**config.mk**
```make
export PLATFORM = sky130hd
export DESIGN_NAME = dmem_arbiter
export DESIGN_NICKNAME = d
export VERILOG_FILES = /design/src/rtl/dmem_pkg.sv /design/src/rtl/dmem_arbiter.sv
export SDC_FILE = /design/constraint.sdc
export NUM_CORES = 1
export LEC_CHECK = 0
export BUFFER_PORTS_ARGS = -buffer_cell sky130_fd_sc_hd__buf_4
export CAP_MARGIN = 10
export CORE_AREA = 3 3 114 116
export CTS_CLUSTER_DIAMETER = 200
export DETAILED_ROUTE_END_ITERATION = 10
export DIE_AREA = 0 0 117 119
export PLACE_DENSITY = 0.46
export SLEW_MARGIN = 15
export SYNTH_ARGS = -nofsm -noshare
export SYNTH_HDL_FRONTEND = slang
export SYNTH_SLANG_ARGS = --single-unit
```
**constraint.sdc**
```tcl
create_clock -name clk -period 1.08 [get_ports clk]
set_input_delay 0.216 -clock clk [delete_from_list [all_inputs] [get_ports clk]]
set_output_delay 0.216 -clock clk [all_outputs]
set_load 0.005 [all_outputs]
```
**src/rtl/dmem_pkg.sv**
```systemverilog
`default_nettype none
// ============================================================================
//  Module      : dmem_pkg
//  Description : Shared definitions for the data-memory arbiter: read-return
//                owner encoding and the default DMA starvation limit.
//  Revision    : 1.0 - initial release
// ============================================================================
package dmem_pkg;

    typedef enum logic [1:0] {
        OWN_NONE    = 2'd0,
        OWN_PIPE_RD = 2'd1,
        OWN_DMA_RD  = 2'd2
    } owner_t;

    localparam int          c_starve_limit_def = 8;
    localparam int          c_cnt_w            = 4;
    localparam logic [3:0]  c_cnt_max          = 4'd15;

endpackage : dmem_pkg
`default_nettype wire

```
**src/rtl/dmem_arbiter.sv**
```systemverilog
`default_nettype none
// ============================================================================
//  Module      : dmem_arbiter
//  Description : Single-port data RAM arbiter between the MEM pipeline stage
//                and a DMA/debug loader. Pipeline has priority; optional
//                starvation relief enabled by defining DMEM_ARB_FAIRNESS_EN.
//  Revision    : 1.0 - initial release
// ============================================================================
module dmem_arbiter
    import dmem_pkg::*;
#(
    parameter int STARVE_LIMIT = c_starve_limit_def,
    parameter int AW           = 32
) (
    input  logic          clk,
    input  logic          rst,
    // pipeline MEM stage
    input  logic          p_req,
    input  logic          p_we,
    input  logic [AW-1:0] p_addr,
    input  logic [AW-1:0] p_wdata,
    output logic          p_stall,
    output logic [AW-1:0] p_rdata,
    // DMA / debug loader
    input  logic          d_req,
    input  logic          d_we,
    input  logic [AW-1:0] d_addr,
    input  logic [AW-1:0] d_wdata,
    output logic          d_gnt,
    output logic          d_rvalid,
    output logic [AW-1:0] d_rdata,
    // RAM
    output logic          mem_we,
    output logic [AW-1:0] mem_addr,
    output logic [AW-1:0] mem_wdata,
    input  logic [AW-1:0] mem_rdata
);

    generate
        if (STARVE_LIMIT < 1 || STARVE_LIMIT > 15) begin : g_bad_starve_limit
            $error("dmem_arbiter: STARVE_LIMIT must be within 1..15");
        end
    endgenerate

    logic   w_force;
    logic   w_dma_gnt;
    logic   w_pipe_gnt;
    owner_t r_owner;

`ifdef DMEM_ARB_FAIRNESS_EN
    localparam logic [c_cnt_w-1:0] c_limit = c_cnt_w'(STARVE_LIMIT);

    logic [c_cnt_w-1:0] r_conflict_cnt;

    assign w_force = d_req && (r_conflict_cnt >= c_limit);

    // Counts consecutive cycles the pipeline beat a waiting DMA request.
    always_ff @(posedge clk or posedge rst) begin
        if (rst) begin
            r_conflict_cnt <= '0;
        end else if (w_dma_gnt || !d_req) begin
            r_conflict_cnt <= '0;
        end else if (p_req && (r_conflict_cnt != c_cnt_max)) begin
            r_conflict_cnt <= r_conflict_cnt + 1'b1;
        end
    end
`else
    assign w_force = 1'b0;
`endif

    assign w_dma_gnt  = d_req && (!p_req || w_force);
    assign w_pipe_gnt = p_req && !w_dma_gnt;

    assign p_stall = p_req && w_dma_gnt;
    assign d_gnt   = w_dma_gnt;

    always_comb begin
        mem_we    = 1'b0;
        mem_addr  = p_addr;
        mem_wdata = p_wdata;
        if (w_dma_gnt) begin
            mem_we    = d_we;
            mem_addr  = d_addr;
            mem_wdata = d_wdata;
        end else if (w_pipe_gnt) begin
            mem_we    = p_we;
        end
    end

    // Remembers who issued last cycle's read so the RAM data can be routed.
    always_ff @(posedge clk or posedge rst) begin
        if (rst) begin
            r_owner <= OWN_NONE;
        end else if (w_pipe_gnt && !p_we) begin
            r_owner <= OWN_PIPE_RD;
        end else if (w_dma_gnt && !d_we) begin
            r_owner <= OWN_DMA_RD;
        end else begin
            r_owner <= OWN_NONE;
        end
    end

    assign d_rvalid = (r_owner == OWN_DMA_RD);
    assign d_rdata  = mem_rdata;
    assign p_rdata  = mem_rdata;

endmodule : dmem_arbiter
`default_nettype wire

```
==> reports/metrics.cfg, run 1 <==
[run_status]
outcome=complete, but fails checks
failed_checks=setup timing

[floorplanning]
design.die.area_um2=13900
top_level_ports=298
fp-row-count=40
die_w_um=117
start_util_pct=12.6
core_area_um2=12000
die_h_um=119

[yosys]
syn-cell-area_um2=1520
ys_seq_area_share_pct=3.30
synth-compound-area-share_pct=0.577
yosys.area_share.simple_pct=1.98
synth_seq_cells=2
yosys.area_share.xor_xnor_pct=0
synth_fa_ha_area_share_pct=0
ys.warnings.count=0
syn_nets=312
synth_mux_area_share_pct=56.9
synth_area_per_cell_um2=10.4
syn_inst=146
synth_top_family_by_area=multiplexers
synth_cell_type_count=13

[job]
max_cap_viol_count=0

[global_route]
grt_max_degree=37
first_global_vias=1615
grt_remaining_overflow=0
grt.total_usage_pct=6.92
grt_pass1_wl_um=7770
antenna_found_initial=0

[clock_tree]
cts_tree=built
clk_pin_slew_worst_paths_ns=0.03
cts_max_level=1
cts_buffers=3
cts_root_buf=clkbuf_16
post-cts-setup-buffers=0
cts_sinks=2
cts_max_path_buffers=2

[route]
ant_nets=0
wl_um=5770
vias_per_cell=3.55
dr_total_vias=1523
dr.pass1.iters=4
drtIter0Drc=10
route.detailed.drc=0
drt-wirelength-per-cell_um=13.4

[sta]
tns_ns=-18.25
fin_crit_ns=1.40
setup_slack_ns=-0.318
post-route-period-util_pct=129
slew_viol_final=0
rsz0062_at_grt=yes
max_clock_freq_mhz=715
hold_viol=0
finalSetupViolations=66

[power_and_ir_drop]
power_density_nw_per_um2=614
switching_share_pct=22.4
ir_worst_vdd_v=0.000354
switching_power_uw=405
power_frac_comb_pct=64.8
leakagePower_nw=1.59
p_clk_share_pct=30.8
p_int_mw=1.40
seq_power_share_pct=4.4

[worst_setup_path]
crit_path_start_kind=primary input
arrival_ns=1.18
path_max_fanout=36
required_ns=0.86
path_class=primary input to primary output
cp-end-kind=primary output

[finish]
top_regs=r_owner: 2 flops
fin_area_um2=2950
largest_reg_flops=2
areaGrowthSynthToFinish_pct=94.1
n_fill_cell=1304
finalNonFillerCells=429
finalNetCount=450
insertedDiodeCount=0
drive_above_1_share_pct=96.8
largest-register=r_owner

[worst_hold_path]
hold_start=p_we
holdPathEnd=r_owner[0]
hold_path.class=primary input to flop
whs_path_depth=2

[placement]
globalplace.congestion=0.675
dpl_cell_area_um2=2700
hpwl_um=5110
placedCellCount=425
portBuffers=200

## kinds of logic after synthesis
kind of cell,count (synthesis)
flops,2
mux,64
other cells,1
simple gates,4
buf+inv,74
compound gates,1
## layer usage
layer  wire length (um)  global-route usage [%]  share of wire [%]
met2               2860                    12.5                 49
met5                  0                       0                  0
met3                845                    2.90                 15
met4                  0                    1.22                  0
met1               2070                    7.53                 36
## area by class of cell
type | count | area, um2 | area share [%]
multi-input combinational | 70 | 906 | 30.7
sequential | 2 | 50.0 | 1.70
clock buffer | 3 | 75.1 | 2.55
tap | 147 | 184 | 6.24
inverter | 2 | 7.51 | 0.255
timing repair buffer | 205 | 1720 | 58.5
## cell usage in the layout, fill, tap and decap left out
master and instances:
mux2_2 26, buf_16 1, clkbuf_16 3, nor2b_1 2
conb_1 1, inv_1 1, dlygate4sd3_1 1, buf_6 40
inv_2 1, buf_12 1, a22o_1 1, dfrtp_1 2
nand2b_4 1, nor2_1 1, buf_4 162, mux2_4 38
## worst max-delay path by stage
stage,start,end,slack [ns],cells after the start
after floorplan,p_req,mem_addr[24],-0.07,4
after global placement,p_req,mem_addr[7],-0.33,5
after detailed placement,p_req,mem_addr[19],-0.34,5
after CTS,p_req,mem_addr[19],-0.32,5
after global routing,p_req,mem_addr[31],-0.35,5
final,p_req,mem_addr[3],-0.32,5
## metrics by stage
stage                     setup WS, ns  util, %  hold WS, ns  total power [mW]
after CTS                       -0.325     24.4        0.154              1.84
after detailed placement        -0.341     22.5       0.0852              1.17
after global placement          -0.333     22.5       0.0777              1.16
after floorplan                -0.0657        -      -0.0428             0.675
final                           -0.318     24.5        0.156              1.81
after global routing            -0.350     24.5        0.158              1.92
## Yosys cell counts, drive strengths merged
master  instances  area (um2)
dfrtp           2        50.1
conb            1        3.75
buf            72         554
mux2           64         863
a22o            1        8.76
nor2b           2        12.5
inv             2        7.50
nor2            1        3.75
nand2b          1        13.8
## power by group through the flow
stage	combinational [mW]	sequential (mW)	clock, mW
5_1_grt	1.25	0.0801	0.585
3_5_place_dp	1.09	0.0803	0
3_3_place_gp	1.08	0.0802	0
4_1_cts	1.19	0.0795	0.572
2_1_floorplan	0.595	0.0801	0
6_report	1.17	0.0795	0.557
## repair_timing
item | in CTS | in global routing
hold buffers | 1 | 0
resized for setup | 39 | 2
pin swaps | 0 | 0
endpoints found under the setup margin | 66 | 66
endpoints found under the hold margin | 2 | 0
## worst max-delay path: stages
cell and delay [ns]:
buf_6 0.07, nand2b_4 0.15, buf_16 0.21, mux2_2 0.37, buf_4 0.14
Note: power is estimated with default switching activity, not from simulation.
==> run 2: changes to the inputs <==
==> constraint.sdc (replaced) <==
create_clock -name clk -period 1.08 [get_ports clk]
set_input_delay 0.216 -clock clk [delete_from_list [all_inputs] [get_ports clk]]
set_output_delay 0.216 -clock clk [all_outputs]
set_load 0.02 [all_outputs]
==> run 2 against run 1 <==
Critical endpoint is now mem_wdata[11]. Clock power fell by 2%. Count of clock-buffer cells in the layout unchanged. Sequential power increased by 2%. The flow still finishes with violations (setup timing). Total power increased by 21%. Largest cell class unchanged.
==> reports/metrics.cfg, run 2 (synthesized netlist as in run 1, its figures left out) <==
[worst_setup_path]
path_max_fanout=8  ; -78%
required_ns=0.86  ; about the same
crit_path_start_kind=primary input
path_class=primary input to primary output
cp-end-kind=primary output
arrival_ns=1.21  ; +0.03 ns

[clock_tree]
cts_buffers=3  ; unchanged
cts_max_level=1  ; unchanged
cts_tree=built
cts_sinks=2  ; unchanged
cts_root_buf=clkbuf_16
cts_max_path_buffers=2  ; unchanged
clk_pin_slew_worst_paths_ns=0.03  ; about the same

[floorplanning]
die_w_um=117  ; unchanged
core_area_um2=12000  ; unchanged
fp-row-count=40  ; unchanged
start_util_pct=12.6  ; unchanged
top_level_ports=298  ; unchanged
die_h_um=119  ; unchanged
design.die.area_um2=13900  ; unchanged

[power_and_ir_drop]
power_density_nw_per_um2=671  ; +9.2%
leakagePower_nw=1.73  ; +8.8%
ir_worst_vdd_v=0.000536  ; +51%

[sta]
slew_viol_final=0  ; unchanged
finalSetupViolations=66  ; unchanged
max_clock_freq_mhz=700  ; -2.1%
rsz0062_at_grt=yes
post-route-period-util_pct=132  ; +2.8 points
tns_ns=-20.83  ; -2.59 ns
hold_viol=0  ; unchanged
fin_crit_ns=1.43  ; +0.0301 ns
holdWs_ns=0.171  ; +0.0145 ns
setup_slack_ns=-0.349  ; -0.0301 ns

[global_route]
grt.total_usage_pct=5.87  ; -1.1 points
grt_pass1_wl_um=6800  ; -13%
antenna_found_initial=0  ; unchanged
grt_max_degree=36  ; -2.7%
grt_remaining_overflow=0  ; unchanged
first_global_vias=1488  ; -7.9%

[finish]
areaGrowthSynthToFinish_pct=114
final_cell_mix=buf_4 (142), buf_6 (64), mux2_4 (39)
insertedDiodeCount=0  ; unchanged
largest_reg_flops=2  ; unchanged
finalNonFillerCells=440  ; +2.6%
largest-register=r_owner
top_regs=r_owner: 2 flops
drive_above_1_share_pct=97.6  ; +0.80 points
mostFrequentLayoutCell=buf_4
finalNetCount=461  ; +2.4%

[worst_hold_path]
holdPathEnd=r_owner[1]
whs_path_depth=2  ; unchanged
hold_start=d_we
hold_path.class=primary input to flop

[route]
drt-wirelength-per-cell_um=13.8  ; +2.3%
drtIter0Drc=6  ; -4
vias_per_cell=3.56  ; +0.25%
wl_um=6050  ; +4.9%
dr.pass1.iters=2  ; -2
ant_nets=0  ; unchanged
dr_total_vias=1566  ; +2.8%
route.detailed.drc=0  ; unchanged

[placement]
placedCellCount=424  ; -0.24%
portBuffers=200  ; unchanged
globalplace.congestion=0.756  ; +12%
hpwl_um=4700  ; -8.2%
pre_cts_slack_ns=-0.370  ; -0.0285 ns

[run_status]
failed_checks=setup timing
outcome=complete, but fails checks

[job]
max_cap_viol_count=0  ; unchanged

-- run 2: cell types whose count changed in the layout (fill, tap and decap cells not counted), sizes merged --
cell | before | now
clkinv | 0 | 1
clkbuf | 3 | 7
buf | 204 | 211
inv | 2 | 1
-- run 2: metal layers --
metal  GRT usage [%]  up-vias  part of all wire (%)
met5               0        -                     0
met4           0.789        0                     0
li1                -      725                     -
met2            10.6      148                    49
met1            6.00      693                    37
met3            3.25        0                    14
-- run 2: how the worst max path moves through the flow --
| stage | start | to | slack [ns] | cells after the start |
|---|---|---|---|---|
| 2_1_floorplan | p_req | mem_addr[24] | -0.10 | 4 |
| 3_3_place_gp | p_req | mem_addr[4] | -0.35 | 5 |
| 3_5_place_dp | p_req | mem_addr[2] | -0.37 | 5 |
| 4_1_cts | p_req | mem_addr[2] | -0.35 | 5 |
| 5_1_grt | p_req | mem_addr[24] | -0.38 | 6 |
| 6_report | p_req | mem_wdata[11] | -0.35 | 6 |
-- run 2: report_power, final --
part / internal (mW) / switching [mW] / leakage (nW)
Clock: 0.470 / 0.0766 / 0.0370
Sequential: 0.0789 / 0.00181 / 0.0263
Combinational: 0.978 / 0.577 / 1.67
Total: 1.53 / 0.655 / 1.73
-- run 2: critical path: stages --
cell       delay [ns]
buf_8            0.10
nand2b_4         0.15
buf_6            0.14
clkbuf_16        0.17
mux2_4           0.30
buf_6            0.13
-- run 2: what timing repair did --
item | CTS | global route
setup endpoints to repair | 67 | 67
hold endpoints to repair | 2 | 0
cloned | 0 | 8
buffers inserted | 0 | 4
gates resized for setup | 11 | 61
hold buffers | 1 | 0
-- run 2: per-stage QoR --
stage               power, mW  cell area (um2)  utilization [%]
finish                   2.18             3250             27.1
global route             2.28             3250             27.1
CTS                      1.99             2830             23.6
detailed placement       1.41             2710             22.5
global placement         1.40             2710             22.5
floorplan                1.07             1540                -
-- run 2: final cells by class --
type | count | area (um2)
Fill cell | 1268 | 8760
Timing Repair Buffer | 216 | 2000
Multi-Input combinational cell | 70 | 926
Tap cell | 147 | 184
Clock buffer | 3 | 75.1
Sequential cell | 2 | 50.0
Inverter | 2 | 20.0
==> run 3: changes to the inputs <==
--- a/config.mk
+++ b/config.mk
@@ -6,11 +6,11 @@
 export NUM_CORES = 1
 export LEC_CHECK = 0
 export BUFFER_PORTS_ARGS = -buffer_cell sky130_fd_sc_hd__buf_4
-export CAP_MARGIN = 10
-export CORE_AREA = 3 3 114 116
+export CORE_AREA = 3 3 115 117
+export CTS_BUF_LIST = sky130_fd_sc_hd__clkbuf_8
 export CTS_CLUSTER_DIAMETER = 200
 export DETAILED_ROUTE_END_ITERATION = 10
-export DIE_AREA = 0 0 117 119
+export DIE_AREA = 0 0 118 120
 export PLACE_DENSITY = 0.46
 export SLEW_MARGIN = 15
 export SYNTH_ARGS = -nofsm -noshare
==> run 3 against run 2 <==
The flow still finishes with violations (setup timing). Sequential cell count unchanged. Utilization fell by 0.46 points. Wire length is 11% higher. Design area is 2.0% higher. Setup slack improved by 0.035 ns.
==> reports/metrics.cfg, run 3 (synthesized netlist as in run 1, its figures left out) <==
[run_status]
outcome=complete, but fails checks
failed_checks=setup timing

[route]
drt-wirelength-per-cell_um=14.5  ; +5.5%
route.detailed.drc=0  ; unchanged
drtIter0Drc=15  ; +9
wl_um=6700  ; +11%
dr.pass1.iters=2  ; unchanged
vias_per_cell=3.41  ; -4.3%
ant_nets=0  ; unchanged
dr_total_vias=1574  ; +0.51%

[global_route]
grt_busiest_layer=met2
antenna_found_initial=0  ; unchanged
grt_remaining_overflow=0  ; unchanged
met2_usage_pct=12.8  ; +2.2 points
grt_max_degree=31  ; -14%
grt_pass1_wl_um=8270  ; +22%
met1_usage_pct=7.17  ; +1.2 points
grt.total_usage_pct=6.99  ; +1.1 points
first_global_vias=1684  ; +13%
met3_usage_pct=3.72  ; +0.47 points

[floorplanning]
start_util_pct=12.2  ; -0.46 points
core_area_um2=12500  ; +3.8%
design.die.area_um2=14200  ; +1.7%
die_w_um=118  ; +0.85%
top_level_ports=298  ; unchanged
die_h_um=120  ; +0.84%
fp-row-count=41  ; +2.5%

[power_and_ir_drop]
switching_share_pct=33.1  ; +3.1 points
p_int_mw=1.33  ; -13%
leakagePower_nw=1.82  ; +5.3%
power_density_nw_per_um2=601  ; -10%
power_frac_comb_pct=81.3  ; +10 points
switching_power_uw=661  ; +0.88%
total_power_mw=2.00  ; -8.6%
ir_worst_vdd_v=0.000307  ; -43%
seq_power_share_pct=4.0  ; +0.3 points
p_clk_share_pct=14.8  ; -10 points

[sta]
holdWs_ns=0.174  ; +0.00297 ns
slew_viol_final=0  ; unchanged
setup_slack_ns=-0.314  ; +0.0350 ns
finalSetupViolations=66  ; unchanged
post-route-period-util_pct=129  ; -3.2 points
fin_crit_ns=1.39  ; -0.0350 ns
rsz0062_at_grt=yes
max_clock_freq_mhz=718  ; +2.5%
hold_viol=0  ; unchanged

[finish]
mostFrequentLayoutCell=buf_4
largest-register=r_owner
largest_reg_flops=2  ; unchanged
register_area_um2=50.0  ; unchanged
final_cell_mix=buf_4 (134), buf_6 (67), mux2_4 (64)
areaGrowthSynthToFinish_pct=119
top_regs=r_owner: 2 flops
fin_area_um2=3320  ; +2.0%
n_fill_cell=1323  ; +4.3%
insertedDiodeCount=0  ; unchanged
finalNetCount=458  ; -0.65%
multi_input_area_um2=1030  ; +11%
drive_above_1_share_pct=97.2  ; -0.37 points

[clock_tree]
clk_pin_slew_worst_paths_ns=0.03  ; about the same
cts_buffers=3  ; unchanged
cts_root_buf=clkbuf_8
cts_tree=built
cts_max_level=1  ; unchanged
cts_max_path_buffers=2  ; unchanged
cts_sinks=2  ; unchanged
post-cts-setup-buffers=0  ; unchanged

[worst_setup_path]
crit_end=mem_wdata[2]
path_max_fanout=7  ; -1
cp.depth=5  ; -1
max_stage_delay_ns=0.31  ; about the same
crit_path_start_kind=primary input
slowest_stage=mux2_4
startpoint=p_req
arrival_ns=1.18  ; -0.03 ns
required_ns=0.86  ; about the same
path_class=primary input to primary output
cp-end-kind=primary output
cp.buffers_inverters=3  ; -1
path_cells=buf_8 -> nand2b_4 -> clkbuf_16 -> mux2_4 -> buf_6
critPathTopFamily=buffers and inverters

[job]
max_cap_viol_count=0  ; unchanged

[placement]
dpl_cell_area_um2=2750  ; +1.7%
hpwl_um=4780  ; +1.8%
portBuffers=200  ; unchanged
globalplace.congestion=0.742  ; -1.9%

[worst_hold_path]
hold_path.class=primary input to flop

[run 3: cell count changes in the layout (fill, tap and decap cells not counted), sizes merged]
| cell | previous run | this run |
|---|---|---|
| clkinv | 1 | 0 |
| inv | 1 | 2 |
| nand2b | 1 | 2 |
| buf | 211 | 207 |
[run 3: routing by layer]
layer,wire (um),vias to the layer above
li1,-,722
met1,2550,694
met2,3340,156
met3,799,2
met4,4,0
met5,0,-
[run 3: power groups by stage]
stage	registers, mW	clock network [mW]	logic, mW
after CTS	0.0795	0.308	1.44
after global placement	0.0802	0	1.32
after detailed placement	0.0802	0	1.33
final	0.0795	0.295	1.62
after global routing	0.0803	0.319	1.71
after floorplan	0.0801	0	0.990
[run 3: stage by stage]
stage / util (%) / TNS, ns / worst slack (ns) / cells
5_1_grt: 26.6 / -21.00 / -0.358 / 462
6_report: 26.6 / -18.64 / -0.314 / 462
4_1_cts: 23.9 / -19.35 / -0.361 / 455
2_1_floorplan: - / -5.22 / -0.101 / 146
3_5_place_dp: 22.1 / -21.27 / -0.376 / 451
3_3_place_gp: 22.1 / -20.55 / -0.359 / 451
[run 3: final cells by class]
cell class,count,share of cell area (%)
inverters,2,0.377
flip-flops and latches,2,1.51
well taps,172,6.48
clock buffers,3,1.24
multi-input cells,71,30.9
repair buffers,212,59.5
[run 3: timing repair]
action	CTS	global route
pin swaps	0	1
setup endpoints to repair	66	67
hold endpoints to repair	2	0
hold buffers	1	0
resized for setup	46	57
cloned	0	7
[run 3: worst min path at each step]
stage | startpoint | to | slack (ns) | depth (start not counted)
floorplan | rst | r_owner[0] | -0.04 | 1
global placement | rst | r_owner[0] | 0.08 | 2
detailed placement | rst | r_owner[1] | 0.09 | 2
CTS | p_we | r_owner[0] | 0.17 | 2
global route | p_we | r_owner[0] | 0.17 | 2
finish | p_we | r_owner[0] | 0.17 | 2
